### src/rtl/char_match_pkg.sv
// char_match_pkg -- shared definitions for the character match engine.
//   GLYPH_W_DEFAULT : default glyph bitmap width (5 columns x 8 rows)
//   ASCII_UNKNOWN   : code reported when no template is close enough
//   cme_state_e     : match FSM states
//   dist_w()        : width needed to hold a Hamming distance 0..glyph_w
package char_match_pkg;

  localparam int unsigned GLYPH_W_DEFAULT = 40;
  localparam logic [7:0]  ASCII_UNKNOWN   = 8'h3F;

  typedef enum logic [1:0] {
    ST_IDLE = 2'd0,
    ST_SCAN = 2'd1,
    ST_DONE = 2'd2
  } cme_state_e;

  function automatic int unsigned dist_w(input int unsigned glyph_w);
    return $clog2(glyph_w + 1);
  endfunction

endpackage

### src/rtl/char_template_rom.sv
// char_template_rom -- combinational glyph template table.
//   idx     : template index (0-9 -> '0'-'9', 10-35 -> 'A'-'Z')
//   o_glyph : 5x8 bitmap, row 0 in the MSBs, leftmost pixel first;
//             row 7 is the blank descender row
//   o_ascii : ASCII code of the template
module char_template_rom
  import char_match_pkg::*;
#(
  parameter int unsigned GLYPH_W = GLYPH_W_DEFAULT,
  parameter int unsigned NUM_TPL = 36,
  parameter int unsigned IW      = 6
) (
  input  logic [IW-1:0]      idx,
  output logic [GLYPH_W-1:0] o_glyph,
  output logic [7:0]         o_ascii
);

  logic [39:0] font;
  logic [7:0]  idx8;

  always_comb begin
    idx8    = 8'(idx);
    font    = '0;
    o_ascii = ASCII_UNKNOWN;
    if (idx8 < 8'd10)      o_ascii = 8'h30 + idx8;
    else if (idx8 < 8'd36) o_ascii = 8'h37 + idx8;
    case (idx8)
      8'd0:  font = 40'b01110_10001_10011_10101_11001_10001_01110_00000;
      8'd1:  font = 40'b00100_01100_00100_00100_00100_00100_01110_00000;
      8'd2:  font = 40'b01110_10001_00001_00010_00100_01000_11111_00000;
      8'd3:  font = 40'b11111_00010_00100_00010_00001_10001_01110_00000;
      8'd4:  font = 40'b00010_00110_01010_10010_11111_00010_00010_00000;
      8'd5:  font = 40'b11111_10000_11110_00001_00001_10001_01110_00000;
      8'd6:  font = 40'b00110_01000_10000_11110_10001_10001_01110_00000;
      8'd7:  font = 40'b11111_00001_00010_00100_01000_01000_01000_00000;
      8'd8:  font = 40'b01110_10001_10001_01110_10001_10001_01110_00000;
      8'd9:  font = 40'b01110_10001_10001_01111_00001_00010_01100_00000;
      8'd10: font = 40'b01110_10001_10001_10001_11111_10001_10001_00000;
      8'd11: font = 40'b11110_10001_10001_11110_10001_10001_11110_00000;
      8'd12: font = 40'b01110_10001_10000_10000_10000_10001_01110_00000;
      8'd13: font = 40'b11100_10010_10001_10001_10001_10010_11100_00000;
      8'd14: font = 40'b11111_10000_10000_11110_10000_10000_11111_00000;
      8'd15: font = 40'b11111_10000_10000_11110_10000_10000_10000_00000;
      8'd16: font = 40'b01110_10001_10000_10111_10001_10001_01111_00000;
      8'd17: font = 40'b10001_10001_10001_11111_10001_10001_10001_00000;
      8'd18: font = 40'b01110_00100_00100_00100_00100_00100_01110_00000;
      8'd19: font = 40'b00111_00010_00010_00010_00010_10010_01100_00000;
      8'd20: font = 40'b10001_10010_10100_11000_10100_10010_10001_00000;
      8'd21: font = 40'b10000_10000_10000_10000_10000_10000_11111_00000;
      8'd22: font = 40'b10001_11011_10101_10101_10001_10001_10001_00000;
      8'd23: font = 40'b10001_10001_11001_10101_10011_10001_10001_00000;
      8'd24: font = 40'b01110_10001_10001_10001_10001_10001_01110_00000;
      8'd25: font = 40'b11110_10001_10001_11110_10000_10000_10000_00000;
      8'd26: font = 40'b01110_10001_10001_10001_10101_10010_01101_00000;
      8'd27: font = 40'b11110_10001_10001_11110_10100_10010_10001_00000;
      8'd28: font = 40'b01111_10000_10000_01110_00001_00001_11110_00000;
      8'd29: font = 40'b11111_00100_00100_00100_00100_00100_00100_00000;
      8'd30: font = 40'b10001_10001_10001_10001_10001_10001_01110_00000;
      8'd31: font = 40'b10001_10001_10001_10001_10001_01010_00100_00000;
      8'd32: font = 40'b10001_10001_10001_10101_10101_10101_01010_00000;
      8'd33: font = 40'b10001_10001_01010_00100_01010_10001_10001_00000;
      8'd34: font = 40'b10001_10001_01010_00100_00100_00100_00100_00000;
      8'd35: font = 40'b11111_00001_00010_00100_01000_10000_11111_00000;
      default: font = '0;
    endcase
    // Indices past the configured template count are treated as empty.
    if (32'(idx) >= NUM_TPL) begin
      font    = '0;
      o_ascii = ASCII_UNKNOWN;
    end
  end

  assign o_glyph = GLYPH_W'(font);

endmodule

### src/rtl/char_match_engine.sv
// char_match_engine -- nearest-template OCR for NUM_CH glyph channels.
//   pixelclk, reset_n : clock, async active-low reset
//   i_vsync           : frame sync; falling edge marks frame boundary
//   i_frame_cnt       : frame index; matching runs when == MATCH_FRAME
//   i_char            : NUM_CH glyphs, channel k at [k*GLYPH_W +: GLYPH_W]
//   o_char_result     : ASCII per channel (k at [k*8 +: 8]), '?' if no match
//   o_char_dist       : best Hamming distance per channel (k at [k*DW +: DW])
//   o_valid           : one-cycle pulse when results update
//   o_busy            : high while a scan is in progress
//   o_overrun         : sticky, set when a qualifying frame edge is dropped
module char_match_engine
  import char_match_pkg::*;
#(
  parameter int unsigned NUM_CH      = 8,
  parameter int unsigned GLYPH_W     = GLYPH_W_DEFAULT,
  parameter int unsigned NUM_TPL     = 36,
  parameter int unsigned MAX_DIST    = 6,
  parameter logic [2:0]  MATCH_FRAME = 3'd0,
  localparam int unsigned DW         = dist_w(GLYPH_W)
) (
  input  logic                        pixelclk,
  input  logic                        reset_n,
  input  logic                        i_vsync,
  input  logic [2:0]                  i_frame_cnt,
  input  logic [NUM_CH*GLYPH_W-1:0]   i_char,
  output logic [NUM_CH*8-1:0]         o_char_result,
  output logic [NUM_CH*DW-1:0]        o_char_dist,
  output logic                        o_valid,
  output logic                        o_busy,
  output logic                        o_overrun
);

  localparam int unsigned IW       = (NUM_TPL > 1) ? $clog2(NUM_TPL) : 1;
  localparam logic [IW-1:0] LAST_IDX   = IW'(NUM_TPL - 1);
  localparam logic [DW-1:0] MAX_DIST_D = DW'(MAX_DIST);

  cme_state_e           state_q, state_d;
  logic                 vsync_q;
  logic [IW-1:0]        idx_q, idx_d;
  logic [GLYPH_W-1:0]   bank_q      [NUM_CH];
  logic [GLYPH_W-1:0]   bank_d      [NUM_CH];
  logic [DW-1:0]        best_dist_q [NUM_CH];
  logic [DW-1:0]        best_dist_d [NUM_CH];
  // The ASCII code of the best template is kept instead of its index,
  // so DONE needs no second ROM lookup.
  logic [7:0]           best_code_q [NUM_CH];
  logic [7:0]           best_code_d [NUM_CH];
  logic [NUM_CH*8-1:0]  result_q, result_d;
  logic [NUM_CH*DW-1:0] dist_q, dist_d;
  logic                 valid_q, valid_d;
  logic                 overrun_q, overrun_d;

  logic [GLYPH_W-1:0]   tpl_glyph;
  logic [7:0]           tpl_ascii;
  logic [DW-1:0]        ch_dist [NUM_CH];
  logic                 vsync_pos, edge_qual, frame_start;

  char_template_rom #(
    .GLYPH_W (GLYPH_W),
    .NUM_TPL (NUM_TPL),
    .IW      (IW)
  ) u_rom (
    .idx     (idx_q),
    .o_glyph (tpl_glyph),
    .o_ascii (tpl_ascii)
  );

  assign vsync_pos   = vsync_q & ~i_vsync;
  assign edge_qual   = vsync_pos & (i_frame_cnt == MATCH_FRAME);
  assign frame_start = edge_qual & (state_q == ST_IDLE);

  always_comb begin
    for (int unsigned c = 0; c < NUM_CH; c++) begin
      ch_dist[c] = '0;
      for (int unsigned b = 0; b < GLYPH_W; b++)
        ch_dist[c] = ch_dist[c] + DW'(bank_q[c][b] ^ tpl_glyph[b]);
    end
  end

  always_comb begin
    state_d     = state_q;
    idx_d       = idx_q;
    bank_d      = bank_q;
    best_dist_d = best_dist_q;
    best_code_d = best_code_q;
    result_d    = result_q;
    dist_d      = dist_q;
    valid_d     = 1'b0;
    overrun_d   = overrun_q;

    case (state_q)
      ST_IDLE: begin
        if (frame_start) begin
          for (int unsigned c = 0; c < NUM_CH; c++) begin
            bank_d[c]      = i_char[c*GLYPH_W +: GLYPH_W];
            best_dist_d[c] = '1;
          end
          idx_d   = '0;
          state_d = ST_SCAN;
        end
      end
      ST_SCAN: begin
        for (int unsigned c = 0; c < NUM_CH; c++) begin
          if (ch_dist[c] < best_dist_q[c]) begin
            best_dist_d[c] = ch_dist[c];
            best_code_d[c] = tpl_ascii;
          end
        end
        if (idx_q == LAST_IDX) begin
          // Results are registered on the edge into DONE so they are
          // visible in the same cycle as the o_valid pulse.
          for (int unsigned c = 0; c < NUM_CH; c++) begin
            result_d[c*8 +: 8]  = (best_dist_d[c] <= MAX_DIST_D) ?
                                  best_code_d[c] : ASCII_UNKNOWN;
            dist_d[c*DW +: DW]  = best_dist_d[c];
          end
          valid_d = 1'b1;
          state_d = ST_DONE;
        end else begin
          idx_d = idx_q + 1'b1;
        end
      end
      ST_DONE: state_d = ST_IDLE;
      default: state_d = ST_IDLE;
    endcase

    if (edge_qual && (state_q != ST_IDLE)) overrun_d = 1'b1;
  end

  always_ff @(posedge pixelclk or negedge reset_n) begin
    if (!reset_n) begin
      state_q   <= ST_IDLE;
      vsync_q   <= 1'b0;
      idx_q     <= '0;
      result_q  <= '0;
      dist_q    <= '0;
      valid_q   <= 1'b0;
      overrun_q <= 1'b0;
      for (int unsigned c = 0; c < NUM_CH; c++) begin
        bank_q[c]      <= '0;
        best_dist_q[c] <= '0;
        best_code_q[c] <= '0;
      end
    end else begin
      state_q     <= state_d;
      vsync_q     <= i_vsync;
      idx_q       <= idx_d;
      bank_q      <= bank_d;
      best_dist_q <= best_dist_d;
      best_code_q <= best_code_d;
      result_q    <= result_d;
      dist_q      <= dist_d;
      valid_q     <= valid_d;
      overrun_q   <= overrun_d;
    end
  end

  assign o_char_result = result_q;
  assign o_char_dist   = dist_q;
  assign o_valid       = valid_q;
  assign o_busy        = (state_q != ST_IDLE);
  assign o_overrun     = overrun_q;

endmodule

### config.mk
export PLATFORM = sky130hd
export DESIGN_NAME = char_match_engine
export DESIGN_NICKNAME = d
export VERILOG_FILES = /design/src/rtl/char_match_pkg.sv /design/src/rtl/char_template_rom.sv /design/src/rtl/char_match_engine.sv
export SDC_FILE = /design/constraint.sdc
export NUM_CORES = 2
export LEC_CHECK = 0
export ABC_AREA = 1
export CAP_MARGIN = 30
export CORE_UTILIZATION = 35
export DETAILED_ROUTE_END_ITERATION = 10
export PLACE_DENSITY = 0.57
export SLEW_MARGIN = 15
export SYNTH_ARGS = -nofsm -noshare
export SYNTH_HDL_FRONTEND = slang
export SYNTH_SLANG_ARGS = --single-unit
### constraint.sdc
create_clock -name pixelclk -period 23.7 [get_ports pixelclk]
set_input_delay 7.11 -clock pixelclk [delete_from_list [all_inputs] [get_ports pixelclk]]
set_output_delay 7.11 -clock pixelclk [all_outputs]
set_load 0.005 [all_outputs]
# Yosys cells after proc, flatten, opt, wreduce, memory -nomap -nowiden
# Memory sizes are Yosys's and may differ from the RTL's.
# Cells that the tools add are included.
[classes]
add_sub_neg = 315
n_eq_ne = 5
n_mux = 46
order_cmp = 19
n_bitwise = 324
n_reduce_logical = 10
[ops]
columns = ["op", "n"]
rows = [
  ["adder 6 x 1 -> 6 bit", 272],
  ["XOR 1 bit", 320],
  ["2-to-1 mux 8 bit", 19],
  ["2-to-1 mux 6 bit", 18],
  ["case mux 48 bit (2 select lines)", 1],
  ["adder 5 x 1 -> 6 bit", 8],
  ["less-or-equal comparator 6 x 3 -> 1 bit, second input constant", 8],
  ["less-than comparator 6 bit", 8],
  ["2-to-1 mux 48 bit", 1],
  ["adder 4 x 1 -> 5 bit", 8],
  ["2-to-1 mux 40 bit", 1],
  ["adder 3 x 1 -> 4 bit", 8],
  ["adder 2 x 1 -> 3 bit", 8],
  ["adder 1 x 1 -> 2 bit", 8],
  ["adder 6 x 6 -> 7 bit, first input constant", 2],
  ["case mux 6 bit (2 select lines)", 1],
  ["AND reduction 2 bit", 4],
  ["adder 6 x 1 -> 6 bit, second input constant", 1],
  ["equality test 6 bit, second input constant", 1],
  ["greater-or-equal comparator 6 bit, second input constant", 1],
  ["less-than comparator 6 x 4 -> 1 bit, second input constant", 1],
  ["less-than comparator 6 bit, second input constant", 1],
  ["inequality test 2 bit, second input constant", 3],
  ["2-to-1 mux 2 bit", 2],
  ["other kinds (10)", 14],
]
[totals]
wordCells = 751
memories = 1
mem_bits_ro = 2240
ff_bits = 555
input_bits = 326
output_inout_bits = 115
[memory_table]
columns = ["memory", "depth", "width", "read_ports", "rd_clocked_by_memory_dff", "write_ports", "line_no", "source"]
rows = [
  ["(no name shown)", 64, 35, 1, 0, 0, "char_template_rom.sv:27", "case (idx8)"],
]

# Depth between registers and ports, before layout
[depth]
depth_word = 47
mapped_depth = 46
mapped_depth_nobuf = 43

# By module
# A second synthesis with hierarchy kept.
[unflattened]
hier_cells = 4531
hier_area_um2 = 37501.0
[by_module_without_submodules]
columns = ["mod", "cells_each", "area_each_um2", "n_inst", "seq_area_each_um2"]
rows = [
  ["char_match_engine", 4128, 35451.5, 1, 13888.3],
  ["char_template_rom", 403, 2049.5, 1, 0.0],
]

# Worst setup path before layout
# Ideal clock, no wire load.
[synth_path]
path_kind = "reg-to-reg"
startpoint = "register idx_q[1]"
endpoint = "register result_q[59], in the netlist o_char_result[59]"
t_arrival_ns = 8.478
period_less_slack_ns = 8.594
required_ns = 23.584
path_buffers = 3
stages_incl_launch_ff = 42
slack_ns = 15.106
setup_ns = 0.116
cell_sequence = "dfrtp_1 -> clkbuf_1 -> inv_1 -> ha_1 -> inv_1 -> nor2_1 -> a21oi_2 -> buf_4 -> nand2_2 -> a21oi_4 -> nand2_2 -> xor2_1 -> fa_1 -> inv_1 -> fa_1 -> inv_1 -> fa_1 -> fa_1 -> [... 6 more ...] -> ha_1 -> fa_1 -> nand3_1 -> nand2_1 -> nand2_1 -> nand2_1 -> ha_1 -> nand2_1 -> inv_1 -> a21oi_1 -> nand2_1 -> clkbuf_1 -> nand2_1 -> nand2_1 -> nor2_1 -> nand3_1 -> nor2_1 -> nor2_1"
[synth_between]
elab_chain_len = 43
elab_cells_between_ends = 88
classes_between = "37 x add/sub; 5 x order compare; 1 x eq/ne; 8 x mux; 35 x bitwise; 1 x reduce/logical; 1 x memory"
[synth_lines]
columns = ["element", "line_no", "source"]
rows = [
  ["from (decl)", "char_match_engine.sv:39", "logic [IW-1:0] idx_q, idx_d;"],
  ["from (signal assigned)", "char_match_engine.sv:147", "idx_q <= idx_d;"],
  ["memory (64 x 35 bit) / greater-or-equal comparator 6 bit (equally long branches)", "-", ""],
  ["2-to-1 mux 40 bit", "char_template_rom.sv:67", "if (32'(idx) >= NUM_TPL) begin"],
  ["XOR 1 bit", "char_match_engine.sv:76", "ch_dist[c] = ch_dist[c] + DW'(bank_q[c][b] ^ tpl_glyph[b]);"],
  ["adder 5 x 1 -> 6 bit", "char_match_engine.sv:76", ""],
  ["adder 6 x 1 -> 6 bit (34 in series)", "char_match_engine.sv:76", ""],
  ["less-than comparator 6 bit", "char_match_engine.sv:104", "if (ch_dist[c] < best_dist_q[c]) begin"],
  ["2-to-1 mux 6 bit", "char_match_engine.sv:104", ""],
  ["2-to-1 mux 6 bit", "char_match_engine.sv:91", "case (state_q)"],
  ["less-or-equal comparator 6 x 3 -> 1 bit", "char_match_engine.sv:113", "result_d[c*8 +: 8] = (best_dist_d[c] <= MAX_DIST_D) ?"],
  ["2-to-1 mux 8 bit", "char_match_engine.sv:113", ""],
  ["to (signal assigned)", "char_match_engine.sv:151", "result_q <= result_d;"],
  ["to (decl)", "char_match_engine.sv:48", "logic [NUM_CH*8-1:0] result_q, result_d;"],
]
# Parallel ways exist; a longest one is shown, timed or not. The select of a mux whose other input is x is not followed.
# A chain may end at the register's enable or synchronous reset.

# Worst setup path in the final report
[layout_path]
startpoint = "register idx_q[4]"
endpoint = "register best_code_q[19] (netlist name)"
[layout_between]
elab_chain_len = 40
elab_cells_between_ends = 80
classes_between = "35 x add/sub; 4 x order compare; 5 x mux; 35 x bitwise; 1 x memory"
[layout_lines]
columns = ["element", "line_no", "source"]
rows = [
  ["memory (64 x 35 bit) / greater-or-equal comparator 6 bit (equally long branches)", "-", ""],
  ["2-to-1 mux 40 bit", "char_template_rom.sv:67", ""],
  ["XOR 1 bit", "char_match_engine.sv:76", ""],
  ["adder 5 x 1 -> 6 bit", "char_match_engine.sv:76", ""],
  ["adder 6 x 1 -> 6 bit (34 in series)", "char_match_engine.sv:76", ""],
  ["less-than comparator 6 bit", "char_match_engine.sv:104", ""],
  ["2-to-1 mux 8 bit *", "char_match_engine.sv:104", ""],
  ["to (signal assigned)", "char_match_engine.sv:150", "best_code_q <= best_code_d;"],
  ["to (decl)", "char_match_engine.sv:46", "logic [7:0] best_code_q [NUM_CH];"],
]
# Every way passes the cells marked *; elsewhere a longest branch is shown, timed or not.

==> results.toml <==
[run_status]
status = "finished clean"

[place]
gp_congestion = 0.902
dp_hpwl_um = 90800
dp.cells = 6154
io_buffers = 440

[routing]
first_pass_iters = 6
drcViolationCount = 0
finalWirelength_um = 121000
first_iter_violations = 2122
via_count = 29400
routed_via_density = 4.68
final_antenna_net_count = 0
wl_per_cell_um = 19.2

[worst_setup_path]
cp_top_family = "adder cells"
startpoint_type = "flip-flop"
crit_type = "reg -> reg"
crit_slowest_cell = "nand2_1"
critPathMaxFanout = 35
worstPathArrival_ns = 11.61
critPathBufInv = 8
critPathMaxStageDelay_ns = 0.57
required_ns = 24.20
worst_setup_path_end_kind = "flip-flop"

[layout]
fin_nets = 5587
seq_area_um2 = 13900
multi_input_area_um2 = 19800
drive_gt1_frac = 0.0493
n_fill_cell = 10100
area_delta_synth_final_pct = 23.0
fin_cells = 6281

[timing]
worstMarginPinSlew_ns = 1.06
setup-violations-final = 0
worst_hold_slack_ns = 0.466
fin_tns_setup_ns = 0
hold_viol_final = 0
fin_crit_sh = 0.469
clock.fmax_mhz = 90.0
rsz0062_at_grt = "no"
slew_headroom = 0.292
clock_skew_ns = 0.0234
period_needed_ns = 11.11
drv_slew = 0

[grt]
antenna_found_initial = 5
grt_use_total = 0.232
overflow = 0
grt_max_degree = 195
grt_pass1_vias = 29200
grt_first_pass_wirelength_um = 181000

[synthesis]
ys_seq_area_frac = 0.382
synth_nets = 5184
synth_flop_cell = "dfrtp_1"
syn_area_um2 = 36300
yosysTopAreaCellShare = 0.382
avgSynthCellArea_um2 = 8.15
synth_seq_cells = 555
synth.most_common_cell = "nand2_1"
synth_common_cells = "nand2_1 (1,811), dfrtp_1 (555), inv_1 (554)"
synth-edff-count = 0
yosys.area.top_type = "dfrtp_1"
synth_async_sr_flop_share = 1.00
synth.area.top_cells = "dfrtp_1 (38%), nand2_1 (19%), fa_1 (14%)"
synth_cells = 4458
ys_warn_count = 0
synth_cell_types = 41

[floorplanning]
fp.dieW_um = 324
initial_core_util = 0.355
coreArea_um2 = 102000
row_count = 117
io_pins = 441
die_y_um = 324
die_area_um2 = 105000

[clock_tree]
root_buffer = "clkbuf_16"
cts_max_level = 3
cts.sinks = 555
cts_buffer_depth = 3
cts_tree = "built"
ctsResizeCount = 0
numCtsBuffers = 69
path_clk_slew_ns = 0.06
cts_hold_buffers = 0
cts_setup_buffers = 0
clk_latency_ns = 0.64

[worst_hold_path]
hp-class = "reg -> reg"

[job]
max_cap_viol_count = 0
final timing paths:
kind / from / slack (ns) / cells after the start / endpoint
worst max-delay path: idx_q[4] / 12.59 / 35 / best_code_q[19]
worst min-delay path: best_code_q[7] / 0.47 / 2 / best_code_q[7]
worst max register to register: idx_q[4] / 12.59 / 35 / best_code_q[19]
worst min register to register: best_code_q[7] / 0.47 / 2 / best_code_q[7]
max in group asynchronous: reset_n / 14.51 / 4 / best_code_q[5]
min in group asynchronous: reset_n / 6.49 / 1 / bank_q[285]
routing by layer:
layer / global-route usage / up-vias / part of all wire
li1: - / 14400 / -
met1: 0.314 / 14100 / 0.44
met2: 0.376 / 784 / 0.47
met3: 0.0397 / 133 / 0.064
met4: 0.0739 / 0 / 0.027
met5: 0 / - / 0
sequential cells by signal (all words and copies together) (netlist names):
register	cells
bank_q	320
best_code_q	64
best_dist_q	48
idx_q	6
o_char_dist	48
o_char_result	64
o_overrun	1
o_valid	1
state_q	2
vsync_q	1
kinds of logic (layout without fill, tap and decap cells):
group,Yosys count,after routing,share of synthesized area
and+or+nand+nor,2200,2200,0.240
buffers and inverters,719,1170,0.0750
DFF,555,555,0.382
adders and majority gates,400,400,0.189
AOI/OAI and AO/OA,312,312,0.0481
xor gates and xnor gates,272,272,0.0656
other,0,4,0
area by class of cell:
class,count,area share
timing repair buffer,484,0.109
sequential,555,0.311
inverter,567,0.0478
clock inverter,23,0.00770
clock buffer,96,0.0443
multi-input combinational,3184,0.442
tap,1368,0.0383
antenna,4,0.000224
worst reg2reg max path: cells and delay by family (launching register included):
kind	cells	cell delay, ns
adder cells (fa/ha/maj)	10	4.51
AND/OR/NAND/NOR	13	3.52
buffers and inverters	8	1.39
AO/OA/AOI/OAI	3	0.97
flip-flops	1	0.32
XOR/XNOR	1	0.28
cell usage in the layout (no fill, tap or decap), drive strengths merged, types with 14 or more instances in the layout:
cell type,count
clkdlybuf4s50,439
a21oi,114
nand3b,16
o22ai,53
ha,152
dfrtp,555
buf,44
clkinv,20
clkbuf,97
nand3,174
nand2,1829
fa,248
or2,50
xnor2,152
o21ai,119
inv,561
xor2,120
nor2,124
o211ai,14
through the flow:
step / area [µm²] / util / setup WS (ns)
2_1_floorplan: 36300 / - / 15.11
3_3_place_gp: 42200 / 0.412 / 12.87
3_5_place_dp: 42300 / 0.413 / 12.74
4_1_cts: 44600 / 0.436 / 12.72
5_1_grt: 44700 / 0.437 / 11.84
6_report: 44700 / 0.437 / 12.59
Power is not shown: default switching activity piles up to over one toggle a cycle in this logic, so the estimate is an artifact.
